`src/rtl/pe_array_sequencer.sv`:
```
// pe_array_sequencer: initiator side of the pe_array command/ready/ack handshake.
// Host step commands are buffered in a small FIFO. Each command is issued to the
// array max(repeat,1) times, and every issue is closed with a one-cycle array_ack.
// Optional feature: define PE_SEQ_TIMEOUT_EN to enable the WAIT/RELEASE watchdog
// and the sticky timeout_err flag.
module pe_array_sequencer #(
    parameter int unsigned FIFO_DEPTH     = 4,
    parameter int unsigned REPEAT_W       = 8,
    parameter int unsigned TIMEOUT_CYCLES = 1024
) (
    input  logic                CLK,
    input  logic                RST,
    input  logic                cmd_valid,
    output logic                cmd_ready,
    input  logic [2:0]          cmd_op,
    input  logic [1:0]          cmd_dir,
    input  logic [REPEAT_W-1:0] cmd_repeat,
    output logic [2:0]          command_to_execute,
    output logic [1:0]          shift_direction,
    input  logic                array_ready,
    output logic                array_ack,
    output logic                busy,
    output logic                step_done,
    output logic                cmd_done,
    output logic [15:0]         step_count,
    output logic                timeout_err
);

    localparam int unsigned AW = (FIFO_DEPTH > 1) ? $clog2(FIFO_DEPTH) : 1;
    localparam int unsigned CW = AW + 1;
    localparam int unsigned EW = 3 + 2 + REPEAT_W;
    localparam logic [CW-1:0] DEPTH_C = CW'(FIFO_DEPTH);

    typedef enum logic [2:0] {
        S_IDLE,
        S_ISSUE,
        S_WAIT,
        S_ACK,
        S_RELEASE
    } state_t;

    state_t state_q, state_d;

    logic [EW-1:0]       fifo_mem [FIFO_DEPTH];
    logic [AW-1:0]       wr_ptr, rd_ptr;
    logic [CW-1:0]       fifo_cnt;
    logic                fifo_empty, fifo_full;
    logic                push, pop, flush;
    logic [2:0]          head_op;
    logic [1:0]          head_dir;
    logic [REPEAT_W-1:0] head_rep;

    logic [2:0]          op_q;
    logic [1:0]          dir_q;
    logic [REPEAT_W-1:0] remaining_q;
    logic                load, dec;

`ifdef PE_SEQ_TIMEOUT_EN
    localparam int unsigned TW = $clog2(TIMEOUT_CYCLES + 1);
    logic [TW-1:0] wd_cnt;
    logic          wd_expired;
`endif

    assign fifo_empty = (fifo_cnt == '0);
    assign fifo_full  = (fifo_cnt == DEPTH_C);
    assign cmd_ready  = !fifo_full;
    assign push       = cmd_valid && !fifo_full;
    assign {head_op, head_dir, head_rep} = fifo_mem[rd_ptr];
    assign busy       = !fifo_empty || (state_q != S_IDLE);

    // FIFO storage; the head entry is read combinationally (first-word-fall-through)
    always_ff @(posedge CLK) begin
        if (push) begin
            fifo_mem[wr_ptr] <= {cmd_op, cmd_dir, cmd_repeat};
        end
    end

    // FIFO pointers and occupancy; reset and watchdog flush both empty it
    always_ff @(posedge CLK) begin
        if (RST || flush) begin
            wr_ptr   <= '0;
            rd_ptr   <= '0;
            fifo_cnt <= '0;
        end else begin
            if (push) wr_ptr <= wr_ptr + 1'b1;
            if (pop)  rd_ptr <= rd_ptr + 1'b1;
            case ({push, pop})
                2'b10:   fifo_cnt <= fifo_cnt + 1'b1;
                2'b01:   fifo_cnt <= fifo_cnt - 1'b1;
                default: fifo_cnt <= fifo_cnt;
            endcase
        end
    end

    // FSM state register
    always_ff @(posedge CLK) begin
        if (RST) state_q <= S_IDLE;
        else     state_q <= state_d;
    end

    // Working command registers and the completed-issue counter
    always_ff @(posedge CLK) begin
        if (RST) begin
            op_q        <= '0;
            dir_q       <= '0;
            remaining_q <= '0;
            step_count  <= '0;
        end else begin
            if (load) begin
                op_q        <= head_op;
                dir_q       <= head_dir;
                remaining_q <= (head_rep == '0) ? REPEAT_W'(1) : head_rep;
            end else if (dec) begin
                remaining_q <= remaining_q - 1'b1;
            end
            if (dec) step_count <= step_count + 16'd1;
        end
    end

    // Next-state logic and handshake outputs
    always_comb begin
        state_d            = state_q;
        pop                = 1'b0;
        load               = 1'b0;
        dec                = 1'b0;
        flush              = 1'b0;
        command_to_execute = '0;
        shift_direction    = '0;
        array_ack          = 1'b0;
        step_done          = 1'b0;
        cmd_done           = 1'b0;
        unique case (state_q)
            S_IDLE: begin
                if (!fifo_empty) begin
                    pop = 1'b1;
                    // NOP entries are retired on the spot without touching the array
                    if (head_op == 3'b000) begin
                        cmd_done = 1'b1;
                    end else begin
                        load    = 1'b1;
                        state_d = S_ISSUE;
                    end
                end
            end
            S_ISSUE: begin
                command_to_execute = op_q;
                shift_direction    = dir_q;
                state_d            = S_WAIT;
            end
            S_WAIT: begin
                command_to_execute = op_q;
                shift_direction    = dir_q;
                if (array_ready) state_d = S_ACK;
            end
            S_ACK: begin
                command_to_execute = op_q;
                shift_direction    = dir_q;
                array_ack          = 1'b1;
                step_done          = 1'b1;
                dec                = 1'b1;
                state_d            = S_RELEASE;
            end
            S_RELEASE: begin
                if (!array_ready) begin
                    if (remaining_q != '0) begin
                        state_d = S_ISSUE;
                    end else begin
                        cmd_done = 1'b1;
                        state_d  = S_IDLE;
                    end
                end
            end
            default: state_d = S_IDLE;
        endcase
`ifdef PE_SEQ_TIMEOUT_EN
        // Watchdog expiry overrides the handshake: abandon command and queue silently
        if (wd_expired) begin
            state_d            = S_IDLE;
            flush              = 1'b1;
            cmd_done           = 1'b0;
            command_to_execute = '0;
            shift_direction    = '0;
        end
`endif
    end

`ifdef PE_SEQ_TIMEOUT_EN
    assign wd_expired = ((state_q == S_WAIT) || (state_q == S_RELEASE)) &&
                        (wd_cnt == TW'(TIMEOUT_CYCLES - 1));

    // Watchdog: counts cycles spent in WAIT/RELEASE, restarts on every state change
    always_ff @(posedge CLK) begin
        if (RST) begin
            wd_cnt      <= '0;
            timeout_err <= 1'b0;
        end else begin
            if (state_d != state_q) begin
                wd_cnt <= '0;
            end else if ((state_q == S_WAIT) || (state_q == S_RELEASE)) begin
                wd_cnt <= wd_cnt + 1'b1;
            end
            if (wd_expired) timeout_err <= 1'b1;
        end
    end
`else
    assign timeout_err = 1'b0;
`endif

endmodule
```
`config.mk`:
```
export PLATFORM = sky130hd
export DESIGN_NAME = pe_array_sequencer
export DESIGN_NICKNAME = d
export VERILOG_FILES = /design/src/rtl/pe_array_sequencer.sv
export SDC_FILE = /design/constraint.sdc
export NUM_CORES = 1
export LEC_CHECK = 0
export ABC_AREA = 0
export BUFFER_PORTS_ARGS = -buffer_cell sky130_fd_sc_hd__buf_2
export CORE_MARGIN = 2
export CORE_UTILIZATION = 60
export CTS_CLUSTER_DIAMETER = 80
export DETAILED_ROUTE_END_ITERATION = 12
export GPL_ROUTABILITY_DRIVEN = 0
export PLACE_DENSITY = 0.78
export SETUP_SLACK_MARGIN = 0.05
export SLEW_MARGIN = 15
export SYNTH_ARGS = -nofsm -noshare
export SYNTH_HDL_FRONTEND = slang
export SYNTH_SLANG_ARGS = --single-unit
```
`constraint.sdc`:
```
create_clock -name CLK -period 7.08 [get_ports CLK]
set_input_delay 1.416 -clock CLK [delete_from_list [all_inputs] [get_ports CLK]]
set_output_delay 1.416 -clock CLK [all_outputs]
set_load 0.02 [all_outputs]
```
==> reports/metrics.csv, run 1 <==
stage;metric;value;unit
sta;Slew Viols, Final;0;
grt;largest net degree at the start of global routing;41;
worst_setup_path;worst endpoint required time;5.66;ns
worst_setup_path;element type at the critical path end;output port;
worst_setup_path;WP data arrival;2.52;ns
finish;Multi-input gate area;1450;µm²
status;outcome;completed;
floorplan;core area;6350;µm²
yosys;Mapped Area;3950;µm²
sta;final setup fails;0;
finish;ANT cells;0;
clocking;CTS tree;yes;
clocking;Longest Clk Path Bufs;2;
power;Final Power;0.00154;W
sta;Worst Skew;0.0129;ns
detailed_routing;routed wire length;6630;µm
yosys;Cells after Synth;306;
yosys;Post-synth EDFFs;52;
floorplan;Starting Density;0.623;
sta;fmax;0.254;GHz
yosys;leading area contributor after synthesis;edfxtp_1;
yosys;Synth top area share;0.395;
detailed_routing;WL per Instance;15.5;µm
sta;Worst Tran Pin Value;0.817;ns
sta;Tcrit/Tclk final;0.556;
grt;global routing usage on met1;0.279;
floorplan;num ports;44;
yosys;count leader, synth;edfxtp_1;
grt;vias in the first global route;2337;
yosys;Yosys reg bits;93;
clocking;clk sink count;93;
placement;IO buf count;42;
power;Pwr Density;350;nW/µm²
worst_hold_path;Hold Path Class;flip-flop to flip-flop;
yosys;Post-Syn Nets;332;
sta;Rel. slew slack;0.454;
placement;pre-CTS setup slack;3.53;ns
detailed_routing;post-route antenna net violation count;0;
worst_setup_path;crit path cell chain;mux4_2, nor3_1, a32o_1, buf_2;
sta;Hold Vio Cnt, Final;0;
yosys;Mapped Avg Cell Area;12.9;µm²
finish;Final Net Count;371;
floorplan;Die X;85.2;µm
sta;RSZ-0062 raised after global routing;false;
detailed_routing;Via Count;2462;
detailed_routing;vias per cell;5.77;
worst_setup_path;Max stage delay cell, worst path;dfxtp_1;
floorplan;die area;7250;µm²
grt;initial antenna violation count;0;
floorplan;Rows;29;
worst_setup_path;Crit Path Class;flip-flop to output port;
yosys;ys async rst share;0;
sta;setup slack after layout;3.14;ns
clocking;worst skew pair latency;0.35;ns
detailed_routing;drc violations;0;
yosys;post-synth cell types;50;
clocking;CTS clock-pin slew for the worst setup and hold paths;0.10;ns
yosys;synth top area cells;edfxtp_1 39%, dfxtp_1 21%, mux4_2 5.7%;
yosys;top_reg_cell synth;edfxtp_1;
finish;Fillers;457;
detailed_routing;drt first-iter violations;157;
clocking;post-CTS setup buffers;0;
clocking;CTS resizes;0;
worst_setup_path;internal reg-to-reg setup slack;4.37;ns
worst_setup_path;crit path max fanout;13;
yosys;number of synthesis warnings;0;
clocking;CTS Buf Count;9;
clocking;clock root cell;clkbuf_8;
clocking;cts hold-fix bufs;0;
sta;Final Critical Period;3.94;ns
power;P_leak;1.60;nW
grt;first-pass GRT wire length;11100;µm
finish;area delta synth->final;11.1;%
finish;FF+latch area;2380;µm²
yosys;sequential fraction of the synthesis area;0.603;
placement;HPWL Detailed;4530;µm
grt;met2 usage;0.306;
run;max-cap check violation count;0;
power;Worst VDD drop;196;µV
grt;GRT Overall Usage;0.198;
floorplan;chip height;85.2;µm
worst_setup_path;Startpoint Class;flip-flop;
grt;met3 global-route usage;0.0350;
yosys;synth cell count leaders;52 x edfxtp_1, 41 x dfxtp_1, 31 x nor2_1, 13 x nand2_1;
grt;Top Usage Layer GRT;met2;
clocking;htree depth;3;
detailed_routing;Pre-antenna DRT Iters;4;
sta;setup TNS;0;ns
finish;layout cells sized above 1;0.211;
placement;Post-DP Area;4180;µm²
worst_setup_path;Worst path max stage delay;0.84;ns
grt;remaining global-route overflow;0;
finish;Design Area, Final;4390;µm²
==> worst paths after layout <==
check	start	endpoint	cells past startpoint
worst max-delay path	flip-flop	cmd_done	4
worst min-delay path	step_count[15]$_SDFFE_PP0P_	step_count[15]$_SDFFE_PP0P_	2
worst max register to register	flip-flop	remaining_q[2]$_SDFFE_PP0P_	4
worst min register to register	step_count[15]$_SDFFE_PP0P_	step_count[15]$_SDFFE_PP0P_	2
==> cell usage in the layout (no fill, tap or decap), types with 9 or more instances in the layout <==
cell type  netlist  layout
buf_2            2      42
clkbuf_8         0       9
inv_1           11      11
or3_1            9       9
mux4_2          10      10
nor2_1          31      31
xnor2_1         12      12
a21oi_1         12      12
dfxtp_1         41      41
edfxtp_1        52      52
xor2_1           9       9
nand2_1         13      13
==> registers in the layout (all words and copies together) (netlist names), named ones only <==
| name | flops |
|---|---|
| step_count | 16 |
| fifo_mem | 52 |
| rd_ptr | 2 |
| dir_q | 2 |
| remaining_q | 8 |
| state_q | 3 |
| op_q | 3 |
| fifo_cnt | 3 |
| wr_ptr | 2 |
==> per-stage QoR <==
stage,util,instances,hold slack [ns]
after CTS,0.692,427,0.491
after global placement,0.659,411,0.467
after detailed placement,0.659,411,0.474
final,0.692,427,0.491
after global routing,0.692,427,0.538
after floorplan,-,306,0.455
==> critical path, delay by kind of cell, from the launching register on <==
family	cells	cell delay, ns
AND/OR/NAND/NOR	1	0.31
multiplexers	1	0.66
flip-flops	1	0.84
AO/OA/AOI/OAI	1	0.19
buffers and inverters	1	0.17
==> metal layers <==
metal | routed length, µm | up-vias
li1 | - | 1208
met1 | 3140 | 1184
met2 | 3100 | 61
met3 | 293 | 9
met4 | 104 | 0
met5 | 0 | -
==> cell families (layout without fill, tap and decap cells) <==
logic type | count (synthesis) | in the layout | share of synthesized area
flip-flops | 93 | 93 | 0.603
other | 1 | 1 | 0.000948
buffers and inverters | 26 | 70 | 0.0310
AO/OA/AOI/OAI | 36 | 36 | 0.0630
adder cells (fa/ha/maj) | 9 | 9 | 0.0304
XOR/XNOR | 21 | 21 | 0.0465
multiplexers | 16 | 16 | 0.0845
AND/OR/NAND/NOR | 104 | 104 | 0.141
==> power by group <==
group          switching, W  leakage [nW]  internal, W
Combinational      0.000240         0.684     0.000197
Sequential        0.0000739         0.811     0.000658
Clock              0.000198         0.105     0.000172
==> cell type report <==
type                       instances  share of cell area
inverter                          12              0.0103
multi-input combinational        187               0.330
clock inverter                     7              0.0197
timing repair buffer              42              0.0478
clock buffer                       9              0.0282
tap                               77              0.0219
sequential                        93               0.542
Power figures use the tool's default switching activity.
==> run 2, diff against run 1 <==
Settings changed: ABC_AREA 0 to 1, CORE_UTILIZATION 60 to 58, PLACE_DENSITY 0.78 to 0.76.
Clock period 7.08 ns to 3.8 ns, I/O delays scaled along.
==> reports/metrics.csv, run 2 <==
stage;metric;value;unit
sta;Final Critical Period;2.76;ns
floorplan;Die X;88.7;µm
detailed_routing;routed wire length;7900;µm
worst_setup_path;Worst path max stage delay;0.46;ns
sta;fmax;0.363;GHz
finish;most common cell after layout, fill and taps aside;nand2_1;
sta;Rel. slew slack;0.291;
sta;Worst Tran Pin Value;1.06;ns
worst_setup_path;WP data arrival;2.00;ns
yosys;Cells after Synth;461;
yosys;synth cell count leaders;104 x nand2_1, 65 x nor2_1, 52 x edfxtp_1, 48 x inv_1, 41 x dfxtp_1;
grt;vias in the first global route;2935;
finish;area delta synth->final;12.1;%
clocking;CTS resizes;0;
clocking;CTS Buf Count;9;
worst_setup_path;element type at the critical path end;output port;
detailed_routing;WL per Instance;13.1;µm
grt;initial antenna violation count;0;
yosys;ys async rst share;0;
worst_setup_path;crit path cell chain;inv_1, nand3_1, nand2_1, nand3_2, o32ai_1, buf_2;
status;outcome;completed;
clocking;clock root cell;clkbuf_8;
yosys;Post-synth EDFFs;52;
floorplan;core area;6870;µm²
worst_setup_path;crit path max fanout;14;
detailed_routing;vias per cell;5.20;
detailed_routing;Via Count;3138;
yosys;leading area contributor after synthesis;edfxtp_1;
worst_setup_path;CP top delay family;buffers and inverters;
power;Pwr Density;691;nW/µm²
sta;setup TNS;0;ns
run;max-cap check violation count;0;
finish;Most flops, register;fifo_mem;
worst_setup_path;worst endpoint required time;3.04;ns
clocking;Longest Clk Path Bufs;2;
yosys;number of synthesis warnings;0;
worst_setup_path;Max stage delay cell, worst path;dfxtp_1;
detailed_routing;drc violations;0;
placement;Placed Cells;588;
sta;Tcrit/Tclk final;0.725;
yosys;sequential fraction of the synthesis area;0.573;
finish;layout cells sized above 1;0.148;
sta;final setup fails;0;
clocking;worst skew pair latency;0.36;ns
grt;largest net degree at the start of global routing;28;
worst_hold_path;Hold Path Class;flip-flop to flip-flop;
sta;Hold Vio Cnt, Final;0;
grt;GRT Overall Usage;0.218;
finish;Regs by FF count;fifo_mem (52), step_count (16), remaining_q (8);
grt;remaining global-route overflow;0;
power;Worst VDD drop;402;µV
finish;final std cells w/o fill;604;
floorplan;die area;7860;µm²
detailed_routing;Pre-antenna DRT Iters;5;
detailed_routing;post-route antenna net violation count;0;
floorplan;Starting Density;0.605;
yosys;Yosys reg bits;93;
floorplan;num ports;44;
placement;HPWL Detailed;5580;µm
grt;first-pass GRT wire length;13000;µm
floorplan;chip height;88.7;µm
worst_setup_path;CP bufs+invs;2;
sta;RSZ-0062 raised after global routing;false;
clocking;CTS tree;yes;
sta;Worst Skew;0.00894;ns
worst_setup_path;Startpoint Class;flip-flop;
sta;Slew Viols, Final;0;
clocking;htree depth;3;
yosys;Post-Syn Nets;487;
finish;Final Net Count;529;
clocking;cts hold-fix bufs;0;
placement;IO buf count;42;
floorplan;Rows;30;
clocking;post-CTS setup buffers;0;
yosys;count leader, synth;nand2_1;
yosys;Synth top area share;0.376;
finish;commonest cells after routing, fill and taps aside;104 x nand2_1, 65 x nor2_1, 52 x edfxtp_1, 48 x inv_1, 42 x buf_2;
clocking;clk sink count;93;
detailed_routing;drt first-iter violations;150;
yosys;Mapped Area;4160;µm²
finish;Largest register FFs;52;
yosys;top_reg_cell synth;edfxtp_1;
finish;ANT cells;0;
yosys;synth top area cells;edfxtp_1 38%, dfxtp_1 20%, nand2_1 9.4%;
clocking;CTS clock-pin slew for the worst setup and hold paths;0.09;ns
yosys;Mapped Avg Cell Area;9.02;µm²
power;P_leak;1.92;nW
worst_setup_path;Crit Path Class;flip-flop to output port;
worst_setup_path;internal reg-to-reg setup slack;1.49;ns
yosys;post-synth cell types;35;
## run 2: cell types whose count changed after synthesis, moves of 6 or more
| cell | before | now |
|---|---|---|
| o21ai_0 | 8 | 26 |
| nand3_1 | 8 | 34 |
| xnor2_1 | 12 | 0 |
| a21oi_1 | 12 | 25 |
| xor2_1 | 9 | 3 |
| nand2_1 | 13 | 104 |
| mux4_2 | 10 | 0 |
| nor2_1 | 31 | 65 |
| inv_1 | 11 | 48 |
| and2_1 | 7 | 0 |
| or3_1 | 9 | 0 |
| and3_1 | 6 | 0 |
## run 2: final cells by class
cell class / instances / area, µm²
Timing Repair Buffer: 46 / 240
Sequential cell: 93 / 2380
Inverter: 51 / 194
Fill cell: 556 / 2210
Clock buffer: 12 / 166
Multi-Input combinational cell: 302 / 1480
Tap cell: 96 / 120
Clock inverter: 4 / 77.6
## run 2: final timing paths
kind | start | to | depth (start not counted)
worst min register to register | op_q[1]$_SDFFE_PP0N_ | op_q[1]$_SDFFE_PP0N_ | 2
worst min-delay path | op_q[1]$_SDFFE_PP0N_ | op_q[1]$_SDFFE_PP0N_ | 2
worst max register to register | state_q[0]$_SDFFE_PP0P_ | fifo_cnt[2]$_SDFFE_PP0P_ | 10
worst max-delay path | flip-flop | cmd_done | 6
## run 2: per-stage QoR
stage | area (µm²) | power [W] | worst slack [ns] | hold slack, ns | util
6_report | 4660 | 0.00322 | 1.04 | 0.470 | 0.679
5_1_grt | 4660 | 0.00345 | 0.895 | 0.491 | 0.679
4_1_cts | 4660 | 0.00324 | 1.02 | 0.472 | 0.679
3_5_place_dp | 4420 | 0.00246 | 1.44 | 0.460 | 0.643
3_3_place_gp | 4420 | 0.00241 | 1.51 | 0.454 | 0.643
2_1_floorplan | 4160 | 0.00225 | 1.67 | 0.436 | -
## run 2: logic make-up after synthesis
logic type	count (synthesis)	synth area share
simple gates	227	0.240
flops	93	0.573
buf+inv	66	0.0707
compound gates	62	0.0797
fa+ha+maj	9	0.0289
xor+xnor	3	0.00632
other cells	1	0.000902
## run 2: tightest hold or removal path: cells and delay by family (launching register included)
family	cells	cell delay [ns]
and+or+nand+nor	1	0.06
AOI/OAI and AO/OA	1	0.05
DFF	1	0.32
## run 2: where the power goes
part	total [W]	internal [W]	leakage [nW]	switching [W]
Clock	0.000778	0.000432	0.122	0.000346
Sequential	0.00135	0.00124	0.812	0.000107
Combinational	0.00109	0.000349	0.989	0.000746
## run 2: per-layer routing
metal / up-vias / routed length [µm] / global-route usage
met5: - / 0 / 0
met4: 0 / 171 / 0.110
met1: 1426 / 3590 / 0.278
met2: 93 / 3640 / 0.345
li1: 1603 / - / -
met3: 16 / 506 / 0.0578
